===== config.mk =====
export PLATFORM = sky130hd
export DESIGN_NAME = prover_compute_w0_seq
export DESIGN_NICKNAME = d
export VERILOG_FILES = /design/src/rtl/prover_compute_w0_seq.sv
export SDC_FILE = /design/constraint.sdc
export NUM_CORES = 1
export LEC_CHECK = 0
export BUFFER_PORTS_ARGS = -buffer_cell sky130_fd_sc_hd__buf_4
export CELL_PAD_IN_SITES_DETAIL_PLACEMENT = 2
export CELL_PAD_IN_SITES_GLOBAL_PLACEMENT = 2
export CORE_AREA = 2 2 335 337
export DETAILED_ROUTE_END_ITERATION = 8
export DIE_AREA = 0 0 337 339
export MAX_ROUTING_LAYER = met4
export PLACE_DENSITY_LB_ADDON = 0.3
export SLEW_MARGIN = 20
export SYNTH_ARGS = -nofsm -noshare
export SYNTH_HDL_FRONTEND = slang
export SYNTH_SLANG_ARGS = --single-unit

===== constraint.sdc =====
create_clock -name clk -period 2.9 [get_ports clk]
set_clock_uncertainty 0.05 [all_clocks]
set_input_delay 0.29 -clock clk [delete_from_list [all_inputs] [get_ports clk]]
set_output_delay 0.29 -clock clk [all_outputs]
set_load 0.01 [all_outputs]

===== src/rtl/prover_compute_w0_seq.sv =====
// ---------------------------------------------------------------------------
// prover_compute_w0_seq
//
// Computes w0[i] = w2_m_w1[i] * tau + w1[i] (mod p) for ninbits elements by
// time-sharing one external multiply-add unit. One operation is in flight at
// a time; each result lands in its own w0 register.
//
// Ports
//   clk            sole clock, rising edge
//   rstb           asynchronous active-low reset
//   en             start request, accepted only while ready=1
//   w1, w2_m_w1    per-element operands, held stable by caller while busy
//   tau            challenge, captured on the accepted en
//   ready          idle and w0 valid
//   ready_pulse    one-cycle strobe on each rising edge of ready
//   w0             result registers
//   ma_en          one-cycle issue strobe to the multiply-add unit
//   ma_a/ma_b/ma_c operands for a*b+c (w2_m_w1[idx], tau, w1[idx])
//   ma_ready_pulse multiply-add completion strobe
//   ma_result      multiply-add result, valid with ma_ready_pulse
//
// State  | meaning
// -------+-----------------------------------------------------------
// IDLE   | ready=1, waiting for en
// ISSUE  | ma_en=1 for one cycle with operands of element idx
// WAIT   | waiting for ma_ready_pulse, then store into w0[idx]
// ---------------------------------------------------------------------------
`ifndef F_NBITS
`define F_NBITS 61
`endif

module prover_compute_w0_seq #(
  parameter int ninbits = 3
) (
  input  logic                               clk,
  input  logic                               rstb,
  input  logic                               en,
  input  logic [ninbits-1:0][`F_NBITS-1:0]   w1,
  input  logic [ninbits-1:0][`F_NBITS-1:0]   w2_m_w1,
  input  logic [`F_NBITS-1:0]                tau,
  output logic                               ready,
  output logic                               ready_pulse,
  output logic [ninbits-1:0][`F_NBITS-1:0]   w0,
  output logic                               ma_en,
  output logic [`F_NBITS-1:0]                ma_a,
  output logic [`F_NBITS-1:0]                ma_b,
  output logic [`F_NBITS-1:0]                ma_c,
  input  logic                               ma_ready_pulse,
  input  logic [`F_NBITS-1:0]                ma_result
);

  localparam int FW = `F_NBITS;
  localparam int IW = (ninbits > 1) ? $clog2(ninbits) : 1;
  localparam logic [IW-1:0] LAST_IDX = IW'(ninbits - 1);

  typedef enum logic [1:0] {
    S_IDLE  = 2'd0,
    S_ISSUE = 2'd1,
    S_WAIT  = 2'd2
  } state_e;

  state_e                        state_q, state_d;
  logic [IW-1:0]                 idx_q, idx_d;
  logic [FW-1:0]                 tau_q, tau_d;
  logic [ninbits-1:0][FW-1:0]    w0_q;
  logic                          ready_dly_q;
  logic                          wr_en;

  // Next-state and output decode
  always_comb begin
    state_d = state_q;
    idx_d   = idx_q;
    tau_d   = tau_q;
    wr_en   = 1'b0;
    ma_en   = 1'b0;
    ready   = 1'b0;
    case (state_q)
      S_IDLE: begin
        ready = 1'b1;
        if (en) begin
          tau_d   = tau;
          idx_d   = '0;
          state_d = S_ISSUE;
        end
      end
      S_ISSUE: begin
        ma_en   = 1'b1;
        state_d = S_WAIT;
      end
      S_WAIT: begin
        // Completion strobes outside WAIT fall through the default-hold path
        // and therefore change nothing.
        if (ma_ready_pulse) begin
          wr_en = 1'b1;
          if (idx_q == LAST_IDX) begin
            state_d = S_IDLE;
          end else begin
            idx_d   = idx_q + 1'b1;
            state_d = S_ISSUE;
          end
        end
      end
      default: begin
        state_d = S_IDLE;
      end
    endcase
  end

  always_ff @(posedge clk or negedge rstb) begin
    if (!rstb) begin
      state_q <= S_IDLE;
      idx_q   <= '0;
      tau_q   <= '0;
    end else begin
      state_q <= state_d;
      idx_q   <= idx_d;
      tau_q   <= tau_d;
    end
  end

  always_ff @(posedge clk or negedge rstb) begin
    if (!rstb) begin
      w0_q <= '0;
    end else if (wr_en) begin
      w0_q[idx_q] <= ma_result;
    end
  end

  // Delayed ready resets high so that leaving reset (where ready is already
  // 1) never looks like a rising edge.
  always_ff @(posedge clk or negedge rstb) begin
    if (!rstb) begin
      ready_dly_q <= 1'b1;
    end else begin
      ready_dly_q <= ready;
    end
  end

  assign ready_pulse = ready & ~ready_dly_q;
  assign w0          = w0_q;

  // Operands only matter while ma_en is high; tau comes from the captured
  // copy so caller changes to tau while busy have no effect.
  assign ma_a = w2_m_w1[idx_q];
  assign ma_b = tau_q;
  assign ma_c = w1[idx_q];

endmodule


== Word-level counts from Yosys, hierarchy flattened ==
Index checks and enable logic that the tools add are counted.

* $add $sub $neg: 1
* Magnitude comparators: 2
* Equal/unequal tests: 6
* Mux-type cells: 19
* Bitwise gates (word level): 2
* Reductions and logical operators: 6

{| class="wikitable"
|+ Operators with widths
! cell !! number
|-
| $bmux 61 s2 || 2
|-
| $bwmux 183 || 1
|-
| $mux 61 || 3
|-
| $demux 61 s2 || 1
|-
| $mux 2 || 5
|-
| $ne 2x2->1 const B || 3
|-
| $pmux 2 s3 || 1
|-
| $mux 1 || 5
|-
| $eq 2x2->1 const B || 2
|-
| $pmux 2 s2 || 1
|-
| $reduce_and 2->1 || 2
|-
| $reduce_and 4->1 || 1
|-
| $lt 2x3->1 const B || 1
|-
| $add 2x1->2 const B || 1
|-
| $eq 2x1->1 const B || 1
|-
| $ge 2x1->1 const B || 1
|-
| $logic_not 2->1 || 1
|-
| $reduce_bool 2->1 || 1
|-
| $and 1x1->1 || 1
|-
| $logic_and 1x1->1 || 1
|-
| $not 1->1 || 1
|}

* Bits in registers: 249
* Bits of input ports: 492
* Output and inout port bits: 369
* Word-level logic and storage cells: 43

== Depth between registers and ports, before layout ==
Gate-level depths: netlist of the first run.

* Word-level depth: 5
* Depth in mapped cells: 8
* Mapped depth without buffers: 5

== Least setup slack after synthesis of the first run ==
No wires, ideal clock.

* Kind: reg-to-reg
* Start: reg idx_q[0]
* End: reg w0_q (netlist bit w0[122])
* Setup time: 125 ps
* Arrival: 1929 ps
* Required time: 2725 ps
* Setup slack: 796 ps
* Cell stages (with the launch flop): 9
* Buffers on the path: 4
* Period minus slack after synthesis: 2104 ps
* Cells stage by stage: dfrtp_1 buf_2 buf_2 buf_2 inv_1 ha_1 nand3_2 buf_2 mux2_2

* Word-level cells in the longest chain between the ends: 5
* Elaborated cells on any way between the ends: 6
* Those cells by class: 2 x order compare; 3 x mux; 1 x reduce/logical

{| class="wikitable"
|+ RTL lines
! item !! RTL line !! RTL
|-
| start: declaration || 63 || <nowiki>logic [IW-1:0] idx_q, idx_d;</nowiki>
|-
| start signal: assignment || 116 || <nowiki>idx_q <= idx_d;</nowiki>
|-
| $lt 2x3->1 (implied by the code) or $ge 2x1->1 (tied branches) || 125 || <nowiki>w0_q[idx_q] <= ma_result;</nowiki>
|-
| $logic_and 1x1->1 (implied by the code) || 125 ||
|-
| $mux 61 (implied by the code) || 125 ||
|-
| $demux 61 s2 (*) || 125 ||
|-
| $bwmux 183 (*) || 125 ||
|-
| end signal: indexed assignment || 125 ||
|-
| end: declaration || 65 || <nowiki>logic [ninbits-1:0][FW-1:0] w0_q;</nowiki>
|}

Mark *: on every way between the ends. The rest lies on a longest branch, timed or not.
A chain may end at the register's enable or synchronous reset.

== Worst setup path after layout of the first run ==
* Start: reg idx_q[0]
* End: out ma_a[56]

* Word-level cells in the longest chain between the ends: 2

{| class="wikitable"
|+ RTL lines
! item !! RTL line !! RTL
|-
| $bmux 61 s2 || 144 || <nowiki>assign ma_a = w2_m_w1[idx_q];</nowiki>
|-
| $mux 61 (implied by the code) || 144 ||
|-
| end: declaration || 45 || <nowiki>output logic [`F_NBITS-1:0] ma_a,</nowiki>
|}

No other way between the ends. The select of a mux whose other input is x is not followed.

==> results.json, run 1 <==
{
  "status": "completed",
  "ys_seq_area_frac": 0.5310,
  "synthCells": 946,
  "power_density_nw_per_um2": 945.3,
  "multi_input_comb_area_um2": 5233,
  "cp_max_fo": 30,
  "start_kind": "flop",
  "crit_chain": "buf_4, buf_12, buf_4, mux2i_1, o21ai_0, buf_4",
  "drc": 0,
  "required_ns": 2.56,
  "relSlewSlack": 0.4287,
  "hold_class": "in2async",
  "async_flop_share": 1.000,
  "finalHoldViolations": 0,
  "worstSetupEndpointType": "output pin",
  "first_global_vias": 13950,
  "ys_types": 22,
  "critPathMostFrequentCell": "buf_4",
  "synth_area_leaders": "dfrtp_1 (53%), mux2_2 (23%), mux2i_1 (10%)",
  "clkTransAtPathRegs_ns": 0.06,
  "hpwl_um": 59160,
  "place_area_um2": 20250,
  "period_share": 0.9655,
  "crit_slowest_cell": "dfrtp_4",
  "cts_made_buffers": 30,
  "syn_area_um2": 11740,
  "fillCellCount": 12480,
  "coreArea_um2": 110400,
  "drive_gt1_frac": 0.6157,
  "fp.dieH_um": 339,
  "leakage_nw": 10.46,
  "drtIter0Drc": 293,
  "synth_nets": 1441,
  "synth_ff_type": "dfrtp_1",
  "critical_path.max_stage_delay_ns": 0.50,
  "setup_tns_ns": 0,
  "max_freq_mhz": 357.1,
  "fin_area_um2": 22640,
  "critPathTopFamily": "buffers and inverters",
  "synth.avg_cell_area_um2": 12.41,
  "rsz0062_at_grt": "no",
  "io_pins": 861,
  "stdcell_count": 3467,
  "maxCapViolCount": 0,
  "syn2layout_area_growth_pct": 92.90,
  "root_buffer": "clkbuf_16",
  "grt.total_usage": 0.1262,
  "cts.sinks": 249,
  "critPathBufInv": 4,
  "min_period_ns": 2.800,
  "ys_seq_elements": 249,
  "ant_nets": 0,
  "fin_nets": 2444,
  "avgViaCountPerCell": 3.397,
  "start_util": 0.1063,
  "clk_path_buf_depth": 3,
  "die-area_um2": 114200,
  "report.final.slew_viol_count": 0,
  "synth-edff-count": 0,
  "seq_area_um2": 6240,
  "tightest_slew_ns": 0.8560,
  "place.port_buffers": 860,
  "vias": 11780,
  "setup_violations": 0,
  "worst_slack_ns": 0.1000,
  "grt-ovfl-total": 0,
  "clkLatencyLatePin_ns": 0.60,
  "path_class": "reg2out",
  "h-tree-depth": 1,
  "ys_warn_count": 0,
  "routedWlPerCell_um": 21.09,
  "arrival_ns": 2.46,
  "synth.top_cell.area_share": 0.5288,
  "pre_cts_ws_ns": 0.5385,
  "wirelength_um": 73110,
  "drtPass1Iterations": 4,
  "synth_top_area_cell": "dfrtp_1",
  "grt_max_degree": 80,
  "fp.dieW_um": 337,
  "place_inst": 3273,
  "antenna_found_initial": 16,
  "layout_commonest_cell": "buf_4",
  "mostFrequentLayoutCells": "buf_4 (896), dfrtp_1 (246), mux2_2 (244)",
  "place_congestion": 0.8501,
  "core.rowCount": 122,
  "ir_worst_vdd_uv": 410.8,
  "cts_tree": "yes",
  "grt_pass1_wl_um": 102300
}
[synthesized netlist by cell type (2+ instances only)]
master	count
dfrtp_1	248
mux2_2	244
nand2_1	124
mux2i_1	122
o21ai_0	115
buf_2	47
clkbuf_1	17
o21ai_1	8
ha_1	3
inv_1	3
nand3_2	3
and2b_1	2
[state kept, by name (all words and copies together), names as in the netlist]
signal and count:
idx_q 2, ma_b 61, ready_dly_q 1, state_q 2, w0 183
[power by group]
| group | switching (W) | internal (W) |
|---|---|---|
| clock | 0.00155 | 0.00225 |
| sequential | 0.000994 | 0.00504 |
| combinational | 0.00562 | 0.00595 |
| total | 0.00817 | 0.0132 |
[timing repair]
| action | in CTS | in global routing |
|---|---|---|
| hold buffers | 124 | 0 |
| buffers inserted | 1 | 6 |
| endpoints found under the setup margin | 7 | 7 |
| endpoints found under the hold margin | 314 | 0 |
| resized for setup | 10 | 1 |
| gates cloned | 1 | 0 |
[through the flow]
step | util | hold slack [ns] | power (W)
after floorplan | - | -0.05559 | 0.01058
after global placement | 0.1835 | 0.3307 | 0.01728
after detailed placement | 0.1835 | 0.3328 | 0.01756
after CTS | 0.2043 | 0.2239 | 0.02185
after global routing | 0.2051 | 0.2586 | 0.02294
final | 0.2051 | 0.2276 | 0.02140
[worst paths after layout]
check,startpoint,end,slack [ns],cells past startpoint
setup / recovery,idx_q[0],ma_a[56],0.10,6
hold / removal,rstb,ma_b[55],0.23,2
setup reg to reg,idx_q[1],w0[126],0.75,5
hold reg to reg,w0[129],w0[129],0.46,1
max in group asynchronous,rstb,ma_b[43],1.66,4
min in group clk,en,state_q[0],0.37,3
[cells by family after synthesis]
logic type	synth area share
AND/OR/NAND/NOR	0.04723
flip-flops	0.5310
AO/OA/AOI/OAI	0.05363
adder cells (fa/ha/maj)	0.003199
buffers and inverters	0.02676
multiplexers	0.3382
[area by class of cell]
| cell class | count | area share |
|---|---|---|
| multi-input cells | 629 | 0.2311 |
| clock buffers | 45 | 0.03874 |
| inverters | 3 | 0.0004974 |
| well taps | 1488 | 0.08224 |
| diodes | 9 | 0.0009948 |
| repair buffers | 1036 | 0.3661 |
| clock inverters | 8 | 0.004642 |
| flip-flops and latches | 249 | 0.2756 |
[per-layer routing]
layer  up-vias  part of all wire  routed length, um  GRT usage
li1       5348                 -                  -          -
met1      5827              0.36              25980     0.1267
met2       525              0.53              38530     0.2290
met3        79             0.095               6945    0.04456
met4         0             0.023               1651    0.03478
met5         -                 0                  0          -
Note: power is estimated with default switching activity, not from simulation.
==> inputs of run 2 (changes only) <==
--- a/config.mk
+++ b/config.mk
@@ -5,6 +5,7 @@
 export SDC_FILE = /design/constraint.sdc
 export NUM_CORES = 1
 export LEC_CHECK = 0
+export ABC_AREA = 1
 export BUFFER_PORTS_ARGS = -buffer_cell sky130_fd_sc_hd__buf_4
 export CELL_PAD_IN_SITES_DETAIL_PLACEMENT = 2
 export CELL_PAD_IN_SITES_GLOBAL_PLACEMENT = 2
==> results.json, run 2 <==
{
  "status": "completed",
  "drtPass1Iterations": 5,
  "synthCells": 1666,
  "crit_slowest_cell": "o21ai_1",
  "syn_area_um2": 12770,
  "synth-edff-count": 0,
  "first_global_vias": 18260,
  "stdcell_count": 4099,
  "synth.most_common_cell": "nand2_1",
  "grt.total_usage": 0.1740,
  "setup_tns_ns": 0,
  "place_inst": 3890,
  "hpwl_um": 78670,
  "mostFrequentLayoutCells": "buf_4 (883), nand2_1 (494), dfrtp_1 (246)",
  "relSlewSlack": 0.3920,
  "ir_worst_vdd_uv": 426.7,
  "maxCapViolCount": 0,
  "start_kind": "flop",
  "place_congestion": 0.9486,
  "report.final.slew_viol_count": 0,
  "clkLatencyLatePin_ns": 0.56,
  "core.rowCount": 122,
  "clk_path_buf_depth": 3,
  "tightest_slew_ns": 0.9121,
  "synth_top_area_cell": "dfrtp_1",
  "period_share": 0.9993,
  "critPathBufInv": 2,
  "critPathTopFamily": "compound AO/OA/AOI/OAI gates",
  "avgViaCountPerCell": 4.028,
  "antenna_found_initial": 29,
  "root_buffer": "clkbuf_16",
  "worstSetupEndpointType": "output pin",
  "crit_chain": "buf_12, o21ai_0, o21ai_1, buf_4",
  "die-area_um2": 114200,
  "grt-ovfl-total": 0,
  "fp.dieW_um": 337,
  "wirelength_um": 100800,
  "drtIter0Drc": 696,
  "setup_violations": 0,
  "ys_types": 22,
  "hold_class": "in2reg",
  "required_ns": 2.56,
  "grt_pass1_wl_um": 139800,
  "cts_tree": "yes",
  "critical_path.max_stage_delay_ns": 0.64,
  "fin_nets": 3061,
  "drive_gt1_frac": 0.3771,
  "h-tree-depth": 2,
  "path_class": "reg2out",
  "cts_made_buffers": 35,
  "syn2layout_area_growth_pct": 83.97,
  "power_density_nw_per_um2": 963.8,
  "synth_area_leaders": "dfrtp_1 (49%), nand2_1 (15%), nand4_1 (9.0%)",
  "fin_util": 0.2129,
  "arrival_ns": 2.56,
  "postCtsSetupBuffers": 0,
  "cts.sinks": 249,
  "routedWlPerCell_um": 24.58,
  "max_freq_mhz": 345.1,
  "rsz0062_at_grt": "no",
  "multi_input_comb_area_um2": 5773,
  "coreArea_um2": 110400,
  "ys_seq_area_frac": 0.4880,
  "largest_reg_flops": 183,
  "clkTransAtPathRegs_ns": 0.05,
  "place.port_buffers": 860,
  "fillCellCount": 12860,
  "drc": 0,
  "synth.top_cell.area_share": 0.4859,
  "ys_warn_count": 0,
  "ant_nets": 0,
  "leakage_nw": 11.63,
  "finalHoldViolations": 0,
  "synth_nets": 2161,
  "async_flop_share": 1.000,
  "fp.dieH_um": 339,
  "start_util": 0.1157,
  "vias": 16510,
  "synth.avg_cell_area_um2": 7.666,
  "synth_ff_type": "dfrtp_1",
  "ys_seq_elements": 249,
  "synthTopCellsByCount": "nand2_1 (494), dfrtp_1 (248), o21ai_0 (209)",
  "min_period_ns": 2.898,
  "io_pins": 861,
  "seq_area_um2": 6240,
  "grt_max_degree": 87,
  "layout_commonest_cell": "buf_4",
  "cp_max_fo": 84
}
run 2: changes by cell type in the layout (fill, tap and decap cells not counted), sizes merged, moves of 14 or more:
cell and change:
mux2i -122, o21ai +121, diode +14, nand2 +371, nor2 +127, nand4 +183, nand3 +185, mux2 -244
run 2: what timing repair did:
item | in CTS | in global routing
hold endpoints to repair | 296 | 0
resized for setup | 6 | 2
setup endpoints to repair | 6 | 4
cloned | 0 | 0
hold buffers | 127 | 0
run 2: cells by family (layout without fill, tap and decap cells):
family | after synthesis | after routing | synth area share
AOI/OAI and AO/OA | 245 | 245 | 0.09620
adders and majority gates | 3 | 3 | 0.002939
buffers and inverters | 174 | 1096 | 0.06368
DFF | 249 | 249 | 0.4880
other | 0 | 23 | 0
and+or+nand+nor | 995 | 995 | 0.3492
run 2: where the power goes:
part | switching [W] | internal, W | total, W
combinational | 0.00722 | 0.00477 | 0.0120
clock | 0.00181 | 0.00294 | 0.00475
sequential | 0.000972 | 0.00494 | 0.00592
total | 0.0100 | 0.0126 | 0.0226
run 2: layout make-up:
cell class | instances | area share
clock buffers | 44 | 0.04169
repair buffers | 1030 | 0.3519
clock inverters | 15 | 0.01161
diodes | 23 | 0.002449
well taps | 1488 | 0.07923
inverters | 7 | 0.001864
flip-flops and latches | 249 | 0.2655
multi-input cells | 1243 | 0.2457
run 2: worst min-delay path: stages:
cell and delay (ns):
buf_4 0.17, nand3_1 0.09, nand2_1 0.05
run 2: through the flow:
step / cell area (um^2) / hold WS (ns) / worst slack (ns) / power (W)
floorplan: 12770 / -0.05559 / 0.8917 / 0.01056
global route: 23490 / 0.02385 / 0.005586 / 0.02424
global placement: 20900 / 0.2438 / 0.5043 / 0.01778
CTS: 23440 / 0.0005054 / 0.01640 / 0.02318
detailed placement: 20900 / 0.2486 / 0.4620 / 0.01805
finish: 23500 / 0.04019 / 0.001926 / 0.02265
run 2: worst paths after layout:
check,cells past startpoint,end,slack [ns],start
min in group asynchronous,2,w0[168],0.21,rstb
worst max register to register,7,w0[17],0.55,idx_q[0]
worst min-delay path,3,ma_b[26],0.04,en
max in group asynchronous,3,w0[25],1.70,rstb
worst min register to register,2,w0[85],0.42,w0[85]
worst max-delay path,4,ma_a[58],0.002,idx_q[0]
run 2: routing by layer:
layer,GRT usage,vias up,wire length [um]
li1,-,7511,-
met1,0.1848,8292,38500
met2,0.2976,550,50650
met3,0.05240,157,7353
met4,0.07543,0,4264
met5,-,-,0
